### config.mk
export PLATFORM = sky130hd
export DESIGN_NAME = prog_loader_flat
export DESIGN_NICKNAME = d
export VERILOG_FILES = /design/src/rtl/prog_loader_if.sv /design/src/rtl/prog_loader.sv /design/src/flat_wrapper.sv
export SDC_FILE = /design/constraint.sdc
export NUM_CORES = 1
export LEC_CHECK = 0
export BUFFER_PORTS_ARGS = -buffer_cell sky130_fd_sc_hd__buf_2
export CAP_MARGIN = 15
export CORE_MARGIN = 2
export CORE_UTILIZATION = 40
export CTS_CLUSTER_SIZE = 10
export DETAILED_ROUTE_END_ITERATION = 8
export GPL_TIMING_DRIVEN = 0
export MAX_ROUTING_LAYER = met4
export PLACE_DENSITY = 0.65
export SYNTH_ARGS = -nofsm -noshare
export SYNTH_HDL_FRONTEND = slang
export SYNTH_SLANG_ARGS = --single-unit
### constraint.sdc
create_clock -name clock -period 5.5 [get_ports clock]
set_clock_uncertainty 0.05 [all_clocks]
set_input_delay 1.1 -clock clock [delete_from_list [all_inputs] [get_ports clock]]
set_output_delay 1.1 -clock clock [all_outputs]
set_load 0.01 [all_outputs]
### src/rtl/prog_loader_if.sv
// Byte-stream input and program-memory write port of the J1 program loader.
interface prog_loader_if #(
    parameter int unsigned addr_width = 13
);
    logic [7:0]            rx_data;
    logic                  rx_valid;
    logic                  rx_ready;
    logic [addr_width-1:0] mem_address;
    logic [15:0]           mem_data;
    logic                  mem_wen;

    // Host side: byte source and memory write observer
    modport master (
        output rx_data,
        output rx_valid,
        input  rx_ready,
        input  mem_address,
        input  mem_data,
        input  mem_wen
    );

    // Loader side
    modport slave (
        input  rx_data,
        input  rx_valid,
        output rx_ready,
        output mem_address,
        output mem_data,
        output mem_wen
    );
endinterface

### src/rtl/prog_loader.sv
// Loads a framed byte stream (length, data, checksum) into J1 program memory
// and holds the CPU in reset until a verified frame has been written.
module prog_loader #(
    parameter int unsigned size = 'h2000
) (
    input  logic         clock,
    input  logic         reset,
    prog_loader_if.slave bus,
    input  logic         start,
    output logic         cpu_reset,
    output logic         done,
    output logic         error
);
    localparam int unsigned addr_width = $clog2(size);
    localparam int unsigned data_width = 16;
    localparam int unsigned len_width  = 16;

    localparam logic [2:0] ST_LEN_LO  = 3'd0;
    localparam logic [2:0] ST_LEN_HI  = 3'd1;
    localparam logic [2:0] ST_DATA_LO = 3'd2;
    localparam logic [2:0] ST_DATA_HI = 3'd3;
    localparam logic [2:0] ST_CSUM    = 3'd4;
    localparam logic [2:0] ST_DONE    = 3'd5;
    localparam logic [2:0] ST_ERROR   = 3'd6;

    logic [2:0]            state,     state_nxt;
    logic [len_width-1:0]  n_words,   n_words_nxt;
    logic [len_width-1:0]  wcnt,      wcnt_nxt;
    logic [addr_width-1:0] acnt,      acnt_nxt;
    logic [7:0]            lo_byte,   lo_byte_nxt;
    logic [7:0]            csum,      csum_nxt;
    logic [addr_width-1:0] maddr,     maddr_nxt;
    logic [data_width-1:0] mdata,     mdata_nxt;
    logic                  mwen,      mwen_nxt;
    logic                  rdy,       rdy_nxt;
    logic                  done_q,    done_nxt;
    logic                  error_q,   error_nxt;
    logic                  cpurst_q,  cpurst_nxt;
    logic                  accept;
    logic [len_width-1:0]  len_c;
    logic [len_width-1:0]  wcnt_inc;

    assign accept   = bus.rx_valid && rdy;
    assign len_c    = {bus.rx_data, n_words[7:0]};
    assign wcnt_inc = len_width'(wcnt + 1'b1);

    // Next-state, datapath and registered-output decode
    always_comb begin
        state_nxt   = state;
        n_words_nxt = n_words;
        wcnt_nxt    = wcnt;
        acnt_nxt    = acnt;
        lo_byte_nxt = lo_byte;
        csum_nxt    = csum;
        maddr_nxt   = maddr;
        mdata_nxt   = mdata;
        mwen_nxt    = 1'b0;

        case (state)
            ST_LEN_LO: begin
                if (accept) begin
                    n_words_nxt = {8'h00, bus.rx_data};
                    state_nxt   = ST_LEN_HI;
                end
            end
            ST_LEN_HI: begin
                if (accept) begin
                    n_words_nxt = len_c;
                    wcnt_nxt    = '0;
                    acnt_nxt    = '0;
                    csum_nxt    = '0;
                    if (len_c == '0)
                        state_nxt = ST_CSUM;
                    else if (32'(len_c) > size)
                        state_nxt = ST_ERROR;
                    else
                        state_nxt = ST_DATA_LO;
                end
            end
            ST_DATA_LO: begin
                if (accept) begin
                    lo_byte_nxt = bus.rx_data;
                    csum_nxt    = 8'(csum + bus.rx_data);
                    state_nxt   = ST_DATA_HI;
                end
            end
            ST_DATA_HI: begin
                if (accept) begin
                    csum_nxt  = 8'(csum + bus.rx_data);
                    mwen_nxt  = 1'b1;
                    maddr_nxt = acnt;
                    mdata_nxt = {bus.rx_data, lo_byte};
                    acnt_nxt  = addr_width'(acnt + 1'b1);
                    wcnt_nxt  = wcnt_inc;
                    state_nxt = (wcnt_inc == n_words) ? ST_CSUM : ST_DATA_LO;
                end
            end
            ST_CSUM: begin
                if (accept)
                    state_nxt = (bus.rx_data == csum) ? ST_DONE : ST_ERROR;
            end
            ST_DONE, ST_ERROR: begin
                if (start) begin
                    state_nxt   = ST_LEN_LO;
                    n_words_nxt = '0;
                    wcnt_nxt    = '0;
                    acnt_nxt    = '0;
                    csum_nxt    = '0;
                end
            end
            default: state_nxt = ST_LEN_LO;
        endcase

        rdy_nxt    = (state_nxt != ST_DONE) && (state_nxt != ST_ERROR);
        done_nxt   = (state_nxt == ST_DONE);
        error_nxt  = (state_nxt == ST_ERROR);
        cpurst_nxt = (state_nxt != ST_DONE);
    end

    // State and output registers
    always_ff @(posedge clock or posedge reset) begin
        if (reset) begin
            state    <= ST_LEN_LO;
            n_words  <= '0;
            wcnt     <= '0;
            acnt     <= '0;
            lo_byte  <= '0;
            csum     <= '0;
            maddr    <= '0;
            mdata    <= '0;
            mwen     <= 1'b0;
            rdy      <= 1'b1;
            done_q   <= 1'b0;
            error_q  <= 1'b0;
            cpurst_q <= 1'b1;
        end else begin
            state    <= state_nxt;
            n_words  <= n_words_nxt;
            wcnt     <= wcnt_nxt;
            acnt     <= acnt_nxt;
            lo_byte  <= lo_byte_nxt;
            csum     <= csum_nxt;
            maddr    <= maddr_nxt;
            mdata    <= mdata_nxt;
            mwen     <= mwen_nxt;
            rdy      <= rdy_nxt;
            done_q   <= done_nxt;
            error_q  <= error_nxt;
            cpurst_q <= cpurst_nxt;
        end
    end

    assign bus.rx_ready    = rdy;
    assign bus.mem_address = maddr;
    assign bus.mem_data    = mdata;
    assign bus.mem_wen     = mwen;
    assign done            = done_q;
    assign error           = error_q;
    assign cpu_reset       = cpurst_q;
endmodule
### src/flat_wrapper.sv
// flat-port wrapper written by rule: the top's interface ports become plain ports
module prog_loader_flat 
#(
    parameter int unsigned size = 'h2000
)
  (clock, reset, start, cpu_reset, done, error, bus_rx_data, bus_rx_valid, bus_rx_ready, bus_mem_address, bus_mem_data, bus_mem_wen);
  prog_loader_if bus_i ();
  input  logic clock;
  input  logic reset;
  input  logic start;
  output logic cpu_reset;
  output logic done;
  output logic error;
  input wire logic [$bits(bus_i.rx_data)-1:0] bus_rx_data;
  input wire logic [$bits(bus_i.rx_valid)-1:0] bus_rx_valid;
  output wire logic [$bits(bus_i.rx_ready)-1:0] bus_rx_ready;
  output wire logic [$bits(bus_i.mem_address)-1:0] bus_mem_address;
  output wire logic [$bits(bus_i.mem_data)-1:0] bus_mem_data;
  output wire logic [$bits(bus_i.mem_wen)-1:0] bus_mem_wen;
  assign bus_i.rx_data = bus_rx_data;
  assign bus_i.rx_valid = bus_rx_valid;
  assign bus_rx_ready = bus_i.rx_ready;
  assign bus_mem_address = bus_i.mem_address;
  assign bus_mem_data = bus_i.mem_data;
  assign bus_mem_wen = bus_i.mem_wen;
  prog_loader #(.size(size)) u_core (.clock(clock), .reset(reset), .bus(bus_i), .start(start), .cpu_reset(cpu_reset), .done(done), .error(error));
endmodule
# ---- Word level (Yosys, flattened, before mapping)
# Index checks and enable logic that the tools add are counted.
dict set report totals {
  inputBits 12
  regBits 98
  word_cells 80
}
dict set report op_classes {
  reduce_logical 16
  n_mux 28
  n_eq_ne 17
  add_sub_neg 3
  n_lt_le_gt_ge 1
  bitwise_logic 1
}
# operator n
set ops {}
lappend ops {{one-hot mux 16 bit (3 select lines)} 2}
lappend ops {{2-to-1 mux 16 bit} 5}
lappend ops {{2-to-1 mux 13 bit} 3}
lappend ops {{one-hot mux 13 bit (3 select lines)} 1}
lappend ops {{2-to-1 mux 3 bit} 9}
lappend ops {{2-to-1 mux 8 bit} 3}
lappend ops {{one-hot mux 8 bit (3 select lines)} 1}
lappend ops {{one-hot mux 3 bit (6 select lines)} 1}
lappend ops {{adder 16 x 1 -> 16 bit, second input constant} 1}
lappend ops {{equality test 16 bit} 1}
lappend ops {{> comparator 16 x 14 -> 1 bit, second input constant} 1}
lappend ops {{zero test 16 bit} 1}
lappend ops {{AND reduction 4 bit} 4}
lappend ops {{equality test 3 bit, second input constant} 5}
lappend ops {{adder 13 x 1 -> 13 bit, second input constant} 1}
lappend ops {{nonzero test 3 bit} 3}
lappend ops {{adder 8 bit} 1}
lappend ops {{equality test 8 bit} 1}
lappend ops {{!= test 2 x 1 -> 1 bit, second input constant} 4}
lappend ops {{equality test 3 x 2 -> 1 bit, second input constant} 2}
lappend ops {{!= test 3 bit, second input constant} 2}
lappend ops {{AND reduction 2 bit} 2}
lappend ops {{OR reduction 2 bit} 2}
lappend ops {{equality test 3 x 1 -> 1 bit, second input constant} 1}
lappend ops {{7 further kinds} 9}

# ---- Depth between registers and ports, before layout
# Gate-level depths: netlist of the first run.
dict set report depth {
  word_depth 7
  depth_mapped 9
  mapped_depth_nobuf 9
}

# ---- Worst setup path before layout of the first run
# No wires, ideal clock.
dict set report synth_path {
  path_kind {input to register}
  from {input port bus_rx_data[0]}
  to {register u_core.csum[6]}
  required_ns 5.328
  slack_ns 2.752
  path_stages 9
  arrival_time_ns 2.576
  cell_sequence {ha_1 inv_1 fa_1 nor2b_1 o21ai_0 a21boi_0 o21a_1 or3_1 a32o_1}
}
dict set report synth_via {
  elab_chain_cells 3
}
# item line
set synth_lines {}
lappend synth_lines {{start: declaration} flat_wrapper.sv:14} ;# input wire logic [$bits(bus_i.rx_data)-1:0] bus_rx_data;
lappend synth_lines {{adder 8 bit} {prog_loader.sv:83, prog_loader.sv:89}}
lappend synth_lines {{2-to-1 mux 8 bit} {prog_loader.sv:81, prog_loader.sv:88}}
lappend synth_lines {{one-hot mux 8 bit (3 select lines)} prog_loader.sv:59} ;# case (state)
lappend synth_lines {{end signal: assignment} prog_loader.sv:142} ;# csum <= csum_nxt;
lappend synth_lines {{end: declaration} prog_loader.sv:31} ;# logic [7:0] csum, csum_nxt;
# No other way between the ends. The select of a mux whose other input is x is not followed.
# A chain may end at the register's enable or synchronous reset.

# ---- Final worst setup path of the first run
dict set report layout_path {
  from {input port start}
  to {register u_core.wcnt[5]}
}
dict set report layout_via {
  elab_chain_cells 2
}
# item line
set layout_lines {}
lappend layout_lines {{start: declaration} flat_wrapper.sv:10} ;# input logic start;
lappend layout_lines {{!= test 2 bit (no line)} --}
lappend layout_lines {{AND reduction 4 bit (no line)} --}
lappend layout_lines {{end signal: assignment} prog_loader.sv:139} ;# wcnt <= wcnt_nxt;
lappend layout_lines {{end: declaration} prog_loader.sv:28} ;# logic [len_width-1:0] wcnt, wcnt_nxt;
# No other way between the ends.

==> results.cfg, run 1 <==
[outcome]
status = completed

[sta]
fmax_mhz = 344.0
setup_slack_ns = 2.593
finalSetupViolCount = 0
fin_crit_ns = 2.907
setup_tns_ns = 0
worstMarginPinSlew_ns = 0.7749
hold_violations = 0
fin_crit_sh_pct = 52.86
relSlewSlack_pct = 48.34
slew_violations = 0
hold_ws_ns = 0.4160
grt_setup_unrepaired = no

[power_and_ir_drop]
leakage_nw = 2.666
cellPowerDensity_nw_per_um2 = 459.4
vdd_drop_max_uv = 221.9

[routing]
met2WireLength_um = 5769
wl_met1_um = 5804
vias = 4205
firstDrtPassIters = 5
top_layer = met4
first_iter_violations = 335
drc = 0
antenna_left = 0
drt_wl_total_um = 12310
dr_wl_met3_um = 528
routed_via_density = 5.370
avgRoutedWirePerCell_um = 15.72

[clock_network]
numCtsBuffers = 9
ctsHoldBuffers = 0
insertion_delay_ns = 0.35
postCtsSetupBuffers = 0
clock-sinks = 98
root_buffer = clkbuf_16
path_clk_slew_ns = 0.07
cts_tree = yes
cts_max_level = 3
cts_resized = 0
cts_buffer_depth = 2

[synth]
synth_compound_area_share_pct = 15.36
synth_ff_type = dfrtp_1
synth_top_family_by_area = simple AND/OR/NAND/NOR gates
syn_inst = 550
ys_seq_elements = 98
synth.area.mux_share_pct = 2.371
yosysSeqAreaShare_pct = 48.46
yosysWarnings = 0
synthAdderAreaFrac_pct = 2.618
synth_edf_count = 0
netlist_area_um2 = 5066
ys_types = 61
ys_async_sr_fraction_pct = 100.0
yosys.area_share.simple_pct = 22.01
avgSynthCellArea_um2 = 9.211
synth_xor_area_share_pct = 5.532
synth_nets = 572

[hold_path]
min-delay-start = u_core.lo_byte[5]
min_to = u_core.bus.mem_data[5]
min_path_cells = 2
hp-class = reg2reg

[die]
core_area_um2 = 12520
rows = 41
start_util_pct = 40.47
die_area_um2 = 13580
die_h_um = 116.5
pin_count = 46
fp.dieW_um = 116.5

[placed_design]
gp_routability_congestion = 0.9129
io_buffers = 44
dp_hpwl_um = 8801
dp_slack_ns = 2.302
dpl_cell_area_um2 = 5532

[global_route]
gr-usage-all-layers_pct = 20.12
grt_overflow = 0
grt_pass1_vias = 4092
grt_first_pass_wirelength_um = 20950
grt_max_degree = 55
antenna_found_initial = 0

[worst_setup_path]
cp-start-kind = primary input
reg2reg_from = u_core.wcnt[0]
slowest_delay_ns = 0.45
cpMaxStageDelayCell = clkbuf_1
reg2regPathDepth = 7
cp_data_arrival_time_ns = 3.09
critical-path-top-delay-family = buffers and inverters
r2r_slack_ns = 2.96
r2r_end = u_core.state[1]
crit_path_end_kind = flop
cp_max_fo = 10
path_cells = buf_2 -> nand2_1 -> o21ai_0 -> a21oi_1 -> clkbuf_1 -> clkbuf_1 -> o21ai_0 -> o41ai_1
critPathRequiredTime_ns = 5.68
path_class = in2reg
crit_buf_inv = 3

[finish]
final-seq-area_um2 = 2455
insertedDiodeCount = 0
fillers = 1231
final_cell_mix = nand2_1, dfrtp_1, o21ai_0
area_growth_pct = 15.46
nets = 628
drive_gt1_share_pct = 15.22
multi_input_area_um2 = 2426
final_common_cell = nand2_1
stdcell_area_um2 = 5849

[run]
drv_cap = 0
how the worst max path moves through the flow:
stage,startpoint,to,slack [ns],depth (start not counted)
2_1_floorplan,reset,u_core.acnt[0],1.79,1
5_1_grt,start,u_core.wcnt[7],2.42,8
4_1_cts,start,u_core.wcnt[5],2.63,8
6_report,start,u_core.wcnt[5],2.59,8
3_3_place_gp,reset,u_core.wcnt[11],0.65,2
3_5_place_dp,start,u_core.wcnt[9],2.30,8
metrics by stage:
stage,util [%],instances,power [mW]
finish,46.73,783,2.687
CTS,46.73,783,2.700
global placement,43.95,766,1.994
floorplan,-,550,1.734
detailed placement,44.19,767,2.029
global route,46.73,783,2.888
worst register-to-register path: cells and delay by family (launching register included):
family	cells	cell delay [ns]
AOI/OAI and AO/OA	3	0.65
adders and majority gates	1	0.32
DFF	1	0.50
and+or+nand+nor	3	0.89
state kept, by name, summed over array words and instances, names as in the netlist:
name	count
u_core.cpu_reset	1
u_core.bus.rx_ready	1
u_core.csum	8
u_core.acnt	13
u_core.bus.mem_data	16
u_core.error	1
u_core.state	3
u_core.done	1
u_core.n_words	16
u_core.lo_byte	8
u_core.bus.mem_address	13
u_core.bus.mem_wen	1
u_core.wcnt	16
report_power, final:
| part | total, mW | switching [mW] | internal (mW) |
|---|---|---|---|
| Combinational | 0.957 | 0.580 | 0.377 |
| Sequential | 1.07 | 0.152 | 0.913 |
| Clock | 0.664 | 0.299 | 0.366 |
cells by family after synthesis:
group,count (synthesis)
buffers and inverters,44
muxes,11
adders and majority gates,10
AOI/OAI and AO/OA,115
xor gates and xnor gates,32
and+or+nand+nor,240
DFF,98
cell usage after synthesis (3+ instances only):
cell / number / share of area [%]
a21oi_1: 10 / 0.99
nand4_1: 12 / 1.5
o21ai_0: 53 / 5.2
xor2_1: 11 / 1.9
a21o_1: 4 / 0.59
inv_1: 19 / 1.4
clkbuf_1: 18 / 1.3
nor2_1: 41 / 3.0
buf_4: 3 / 0.44
nand2_1: 128 / 9.5
and2_1: 5 / 0.62
mux2i_1: 3 / 0.59
a22o_1: 5 / 0.86
nor4b_1: 5 / 0.86
nor3_1: 10 / 0.99
xnor2_1: 21 / 3.6
nand3_1: 9 / 0.89
mux2_2: 8 / 1.8
o211ai_1: 3 / 0.44
o31ai_1: 6 / 0.89
nor4_1: 8 / 0.99
dfrtp_1: 96 / 47
a31oi_1: 3 / 0.37
o41ai_1: 11 / 1.9
or3_1: 3 / 0.37
nor3b_1: 3 / 0.44
ha_1: 9 / 2.2
per-layer routing:
metal | vias to the layer above | track usage (%)
met4 | 0 | 5.569
li1 | 2035 | -
met1 | 2054 | 27.66
met2 | 97 | 30.78
met5 | - | -
met3 | 19 | 3.684
layout make-up:
cell class | count | share of cell area [%]
Timing Repair Buffer | 45 | 4.235
Buffer | 24 | 1.882
Tap cell | 172 | 3.679
Inverter | 20 | 1.326
Multi-Input combinational cell | 408 | 41.48
Clock inverter | 7 | 1.583
Clock buffer | 9 | 3.850
Sequential cell | 98 | 41.97
No activity file was read; power rests on OpenSTA's default activity.
==> run 2: changes to the inputs <==
PLACE_DENSITY = 0.68   (was 0.65)
clock period = 2.4 ns   (was 5.5 ns; I/O delays follow)
==> run 2 against run 1 <==
Routed wire length grew 0.39%. Non-clock buffer count grew 2. Count of clock-buffer cells in the layout grew 1. Largest power group unchanged. Sequential power grew 130%. Critical path type is now reg2reg.
==> results.cfg, run 2 (same netlist as run 1, synthesis figures left out) <==
[clock_network]
clock-sinks = 98
numCtsBuffers = 9
insertion_delay_ns = 0.35
root_buffer = clkbuf_16
cts_buffer_depth = 2
path_clk_slew_ns = 0.07
cts_tree = yes
cts_max_level = 3

[worst_setup_path]
cp-start-kind = flop
cp_data_arrival_time_ns = 2.48
critPathRequiredTime_ns = 2.58
crit_path_end_kind = flop
cpMaxStageDelayCell = or4_4
critical-path-top-delay-family = simple AND/OR/NAND/NOR gates
slowest_delay_ns = 0.58
crit_start = u_core.wcnt[0]
reg2reg_from = u_core.wcnt[0]
crit_buf_inv = 0
cp_max_fo = 7
path_class = reg2reg
path_cells = ha_4 -> nand3_2 -> or4_4 -> o211ai_2 -> nand2_1 -> a2111oi_2 -> a21oi_1

[sta]
fin_crit_sh_pct = 95.91
grt_setup_unrepaired = no
fmax_mhz = 434.4
finalSetupViolCount = 0
relSlewSlack_pct = 47.34
worstMarginPinSlew_ns = 0.7883
slew_violations = 0
hold_violations = 0
fin_crit_ns = 2.302

[power_and_ir_drop]
vdd_drop_max_uv = 737.0
total_power_mw = 6.207
leakage_nw = 2.676
cellPowerDensity_nw_per_um2 = 1052

[die]
core_area_um2 = 12520
die_h_um = 116.5
fp.dieW_um = 116.5
rows = 41
pin_count = 46
start_util_pct = 40.47
die_area_um2 = 13580

[global_route]
gr-usage-all-layers_pct = 19.60
grt_max_degree = 40
grt_pass1_vias = 4017
antenna_found_initial = 0
grt_overflow = 0
grt_first_pass_wirelength_um = 20070

[routing]
first_iter_violations = 277
drc = 0
drt_wl_total_um = 12350
routed_via_density = 5.406
avgRoutedWirePerCell_um = 15.74
firstDrtPassIters = 4
antenna_left = 0
vias = 4244

[outcome]
status = completed

[finish]
final_cells = 785
final_cell_mix = nand2_1, dfrtp_1, o21ai_0
fillers = 1206
stdcell_area_um2 = 5901
final_common_cell = nand2_1
area_growth_pct = 16.47
insertedDiodeCount = 0
nets = 630
drive_gt1_share_pct = 17.13

[placed_design]
io_buffers = 44
gp_routability_congestion = 0.9248
dp_cells = 768
dpl_cell_area_um2 = 5545
dp_hpwl_um = 8833

[hold_path]
hp-class = in2async

[run]
drv_cap = 0
-- run 2: cell type report --
class                           count  area [µm²]  share of cell area (%)
Sequential cell                    98        2457                   41.65
Inverter                           20       78.83                   1.336
Buffer                             24       113.9                   1.930
Clock buffer                       10       239.0                   4.050
Timing Repair Buffer               47       267.8                   4.538
Clock inverter                      6       72.57                   1.230
Multi-Input combinational cell    408        2456                   41.62
Tap cell                          172       215.2                   3.647
-- run 2: worst register-to-register path, stage by stage (launching register included) --
cell       delay [ns]
dfrtp_2          0.44
ha_4             0.19
nand3_2          0.18
or4_4            0.58
o211ai_2         0.15
nand2_1          0.10
a2111oi_2        0.37
a21oi_1          0.12
-- run 2: repair_timing --
action | 4_1_cts | 5_1_grt
gates resized for setup | 4 | 10
setup buffers | 0 | 1
hold buffers | 0 | 0
endpoints found under the setup margin | 2 | 19
-- run 2: power by group --
| group | internal [mW] | switching (mW) | total, mW | leakage (nW) |
|---|---|---|---|---|
| clock | 0.852 | 0.675 | 1.53 | 0.155 |
| sequential | 2.09 | 0.351 | 2.45 | 1.29 |
| combinational | 0.888 | 1.35 | 2.23 | 1.23 |
| total | 3.83 | 2.37 | 6.21 | 2.68 |
-- run 2: path summary, 6_finish.rpt --
check / endpoint / depth (start not counted) / slack, ns
max in group asynchronous: u_core.n_words[1] / 4 / 1.22
max reg2reg: u_core.state[1] / 7 / 0.1
min in group clock: u_core.n_words[14] / 3 / 0.41
min: u_core.wcnt[4] / 2 / 0.22
max: u_core.state[1] / 7 / 0.1
min reg2reg: u_core.bus.mem_address[1] / 2 / 0.42
-- run 2: layer usage --
layer / vias to the layer above / GRT usage (%) / part of all wire (%)
met5: - / - / 0
met2: 120 / 30.04 / 47
met1: 2063 / 26.02 / 47
met4: 0 / 6.588 / 1.9
met3: 19 / 4.203 / 4.6
li1: 2042 / - / -
-- run 2: metrics by stage --
| stage | utilization, % | hold slack, ns | setup slack, ns | setup TNS [ns] |
|---|---|---|---|---|
| 2_1_floorplan | - | 0.3848 | 0.1619 | 0 |
| 3_3_place_gp | 43.98 | 0.4053 | -0.09964 | -0.3950 |
| 3_5_place_dp | 44.30 | 0.4056 | -0.1585 | -0.7210 |
| 4_1_cts | 46.88 | 0.2409 | 0.008203 | 0 |
| 5_1_grt | 47.14 | 0.2774 | 0.02708 | 0 |
| 6_report | 47.14 | 0.2209 | 0.09815 | 0 |
==> run 3: changes to the inputs <==
CTS_BUF_LIST = sky130_fd_sc_hd__clkbuf_2   (was default)
CTS_CLUSTER_DIAMETER = 100   (was default)
==> run 3 against run 2 <==
Combinational power about the same. Register-to-register slack worse by 0.03 ns. Routed wire length fell by 0.15%. Global-route usage barely moved.
==> results.cfg, run 3 (same netlist as run 1, synthesis figures left out) <==
[routing]
drt_wl_total_um = 12340
firstDrtPassIters = 7
antenna_left = 0
drc = 0
routed_via_density = 5.419
first_iter_violations = 289
vias = 4265
avgRoutedWirePerCell_um = 15.67

[hold_path]
hp-class = in2reg
min-delay-start = bus_rx_data[3]

[placed_design]
dp_hpwl_um = 8833
gp_routability_congestion = 0.9248
io_buffers = 44
dpl_cell_area_um2 = 5545
dp_cells = 768

[worst_setup_path]
cp_data_arrival_time_ns = 2.80
crit_start = u_core.wcnt[0]
path_class = reg2reg
cpMaxStageDelayCell = or4_4
reg2reg_from = u_core.wcnt[0]
critPathRequiredTime_ns = 2.87
crit_path_end_kind = flop
path_cells = ha_2 -> nand3_2 -> or4_4 -> o211ai_2 -> nand2_1 -> a2111oi_2 -> a21oi_1
crit_buf_inv = 0
critical-path-top-delay-family = simple AND/OR/NAND/NOR gates
cp_max_fo = 7
slowest_delay_ns = 0.59
cp-start-kind = flop

[sta]
finalSetupViolCount = 0
grt_setup_unrepaired = no
fin_crit_ns = 2.331
slew_violations = 0
setup_tns_ns = 0
worstMarginPinSlew_ns = 0.7911
fin_crit_sh_pct = 97.14
relSlewSlack_pct = 47.15
fmax_mhz = 428.9
hold_violations = 0

[die]
die_area_um2 = 13580
pin_count = 46
start_util_pct = 40.47
die_h_um = 116.5
core_area_um2 = 12520
rows = 41
fp.dieW_um = 116.5

[finish]
fillers = 1223
insertedDiodeCount = 0
area_growth_pct = 13.04
stdcell_area_um2 = 5727
drive_gt1_share_pct = 17.07
final_cells = 787
final_cell_mix = nand2_1, dfrtp_1, o21ai_0
nets = 632
final_common_cell = nand2_1

[global_route]
grt_first_pass_wirelength_um = 20200
grt_overflow = 0
grt_max_degree = 40
antenna_found_initial = 0
gr-usage-all-layers_pct = 19.62
grt_pass1_vias = 4056

[clock_network]
clock-sinks = 98
root_buffer = clkbuf_2
cts_buffer_depth = 2
numCtsBuffers = 9
path_clk_slew_ns = 0.30
cts_tree = yes
cts_max_level = 3
insertion_delay_ns = 0.59

[outcome]
status = completed

[run]
drv_cap = 0

[power_and_ir_drop]
vdd_drop_max_uv = 559.4
leakage_nw = 2.627
total_power_mw = 5.537
cellPowerDensity_nw_per_um2 = 966.9
==> run 3: worst paths after layout <==
path	end	slack [ns]	cells after the start
max	u_core.state[1]	0.07	7
min	u_core.n_words[11]	0.13	3
max reg2reg	u_core.state[1]	0.07	7
min reg2reg	u_core.bus.mem_data[7]	0.46	2
max in group asynchronous	u_core.csum[0]	0.96	5
min in group asynchronous	u_core.wcnt[4]	0.47	3
==> run 3: final cells by class <==
cell class	count	area [µm²]	area share [%]
Sequential cell	98	2456	42.89
Tap cell	172	215.2	3.758
Timing Repair Buffer	49	285.3	4.981
Multi-Input combinational cell	408	2455	42.87
Clock inverter	7	76.32	1.333
Buffer	24	115.1	2.010
Clock buffer	9	45.04	0.7865
Inverter	20	78.83	1.376
==> run 3: metal layers <==
metal	routed length (µm)	vias to the layer above	GRT usage [%]
li1	-	2046	-
met1	5638	2088	25.94
met2	5814	116	30.62
met3	692	15	4.619
met4	189	0	5.098
met5	0	-	-
==> run 3: power by group <==
| part | internal, mW | switching, mW | total (mW) |
|---|---|---|---|
| Clock | 0.254 | 0.612 | 0.866 |
| Combinational | 0.889 | 1.36 | 2.24 |
| Sequential | 2.09 | 0.337 | 2.43 |
==> run 3: timing repair <==
action,4_1_cts,5_1_grt
hold endpoints to repair,34,0
buffers inserted,2,0
hold buffers,1,0
gates cloned,0,0
gates resized for setup,2,13
endpoints found under the setup margin,2,26
==> run 3: tightest hold or removal path, cell delays in order <==
cell and delay (ns):
buf_2 0.15, nand2_1 0.06, o21ai_0 0.06
==> run 3: stage by stage <==
step | utilization [%] | hold WS (ns) | setup WS (ns)
final | 45.75 | 0.1271 | 0.06853
after detailed placement | 44.30 | 0.4056 | -0.1585
after floorplan | - | 0.3848 | 0.1619
after CTS | 45.53 | 0.08790 | 0.05194
after global placement | 43.98 | 0.4053 | -0.09964
after global routing | 45.75 | 0.05439 | 0.001216
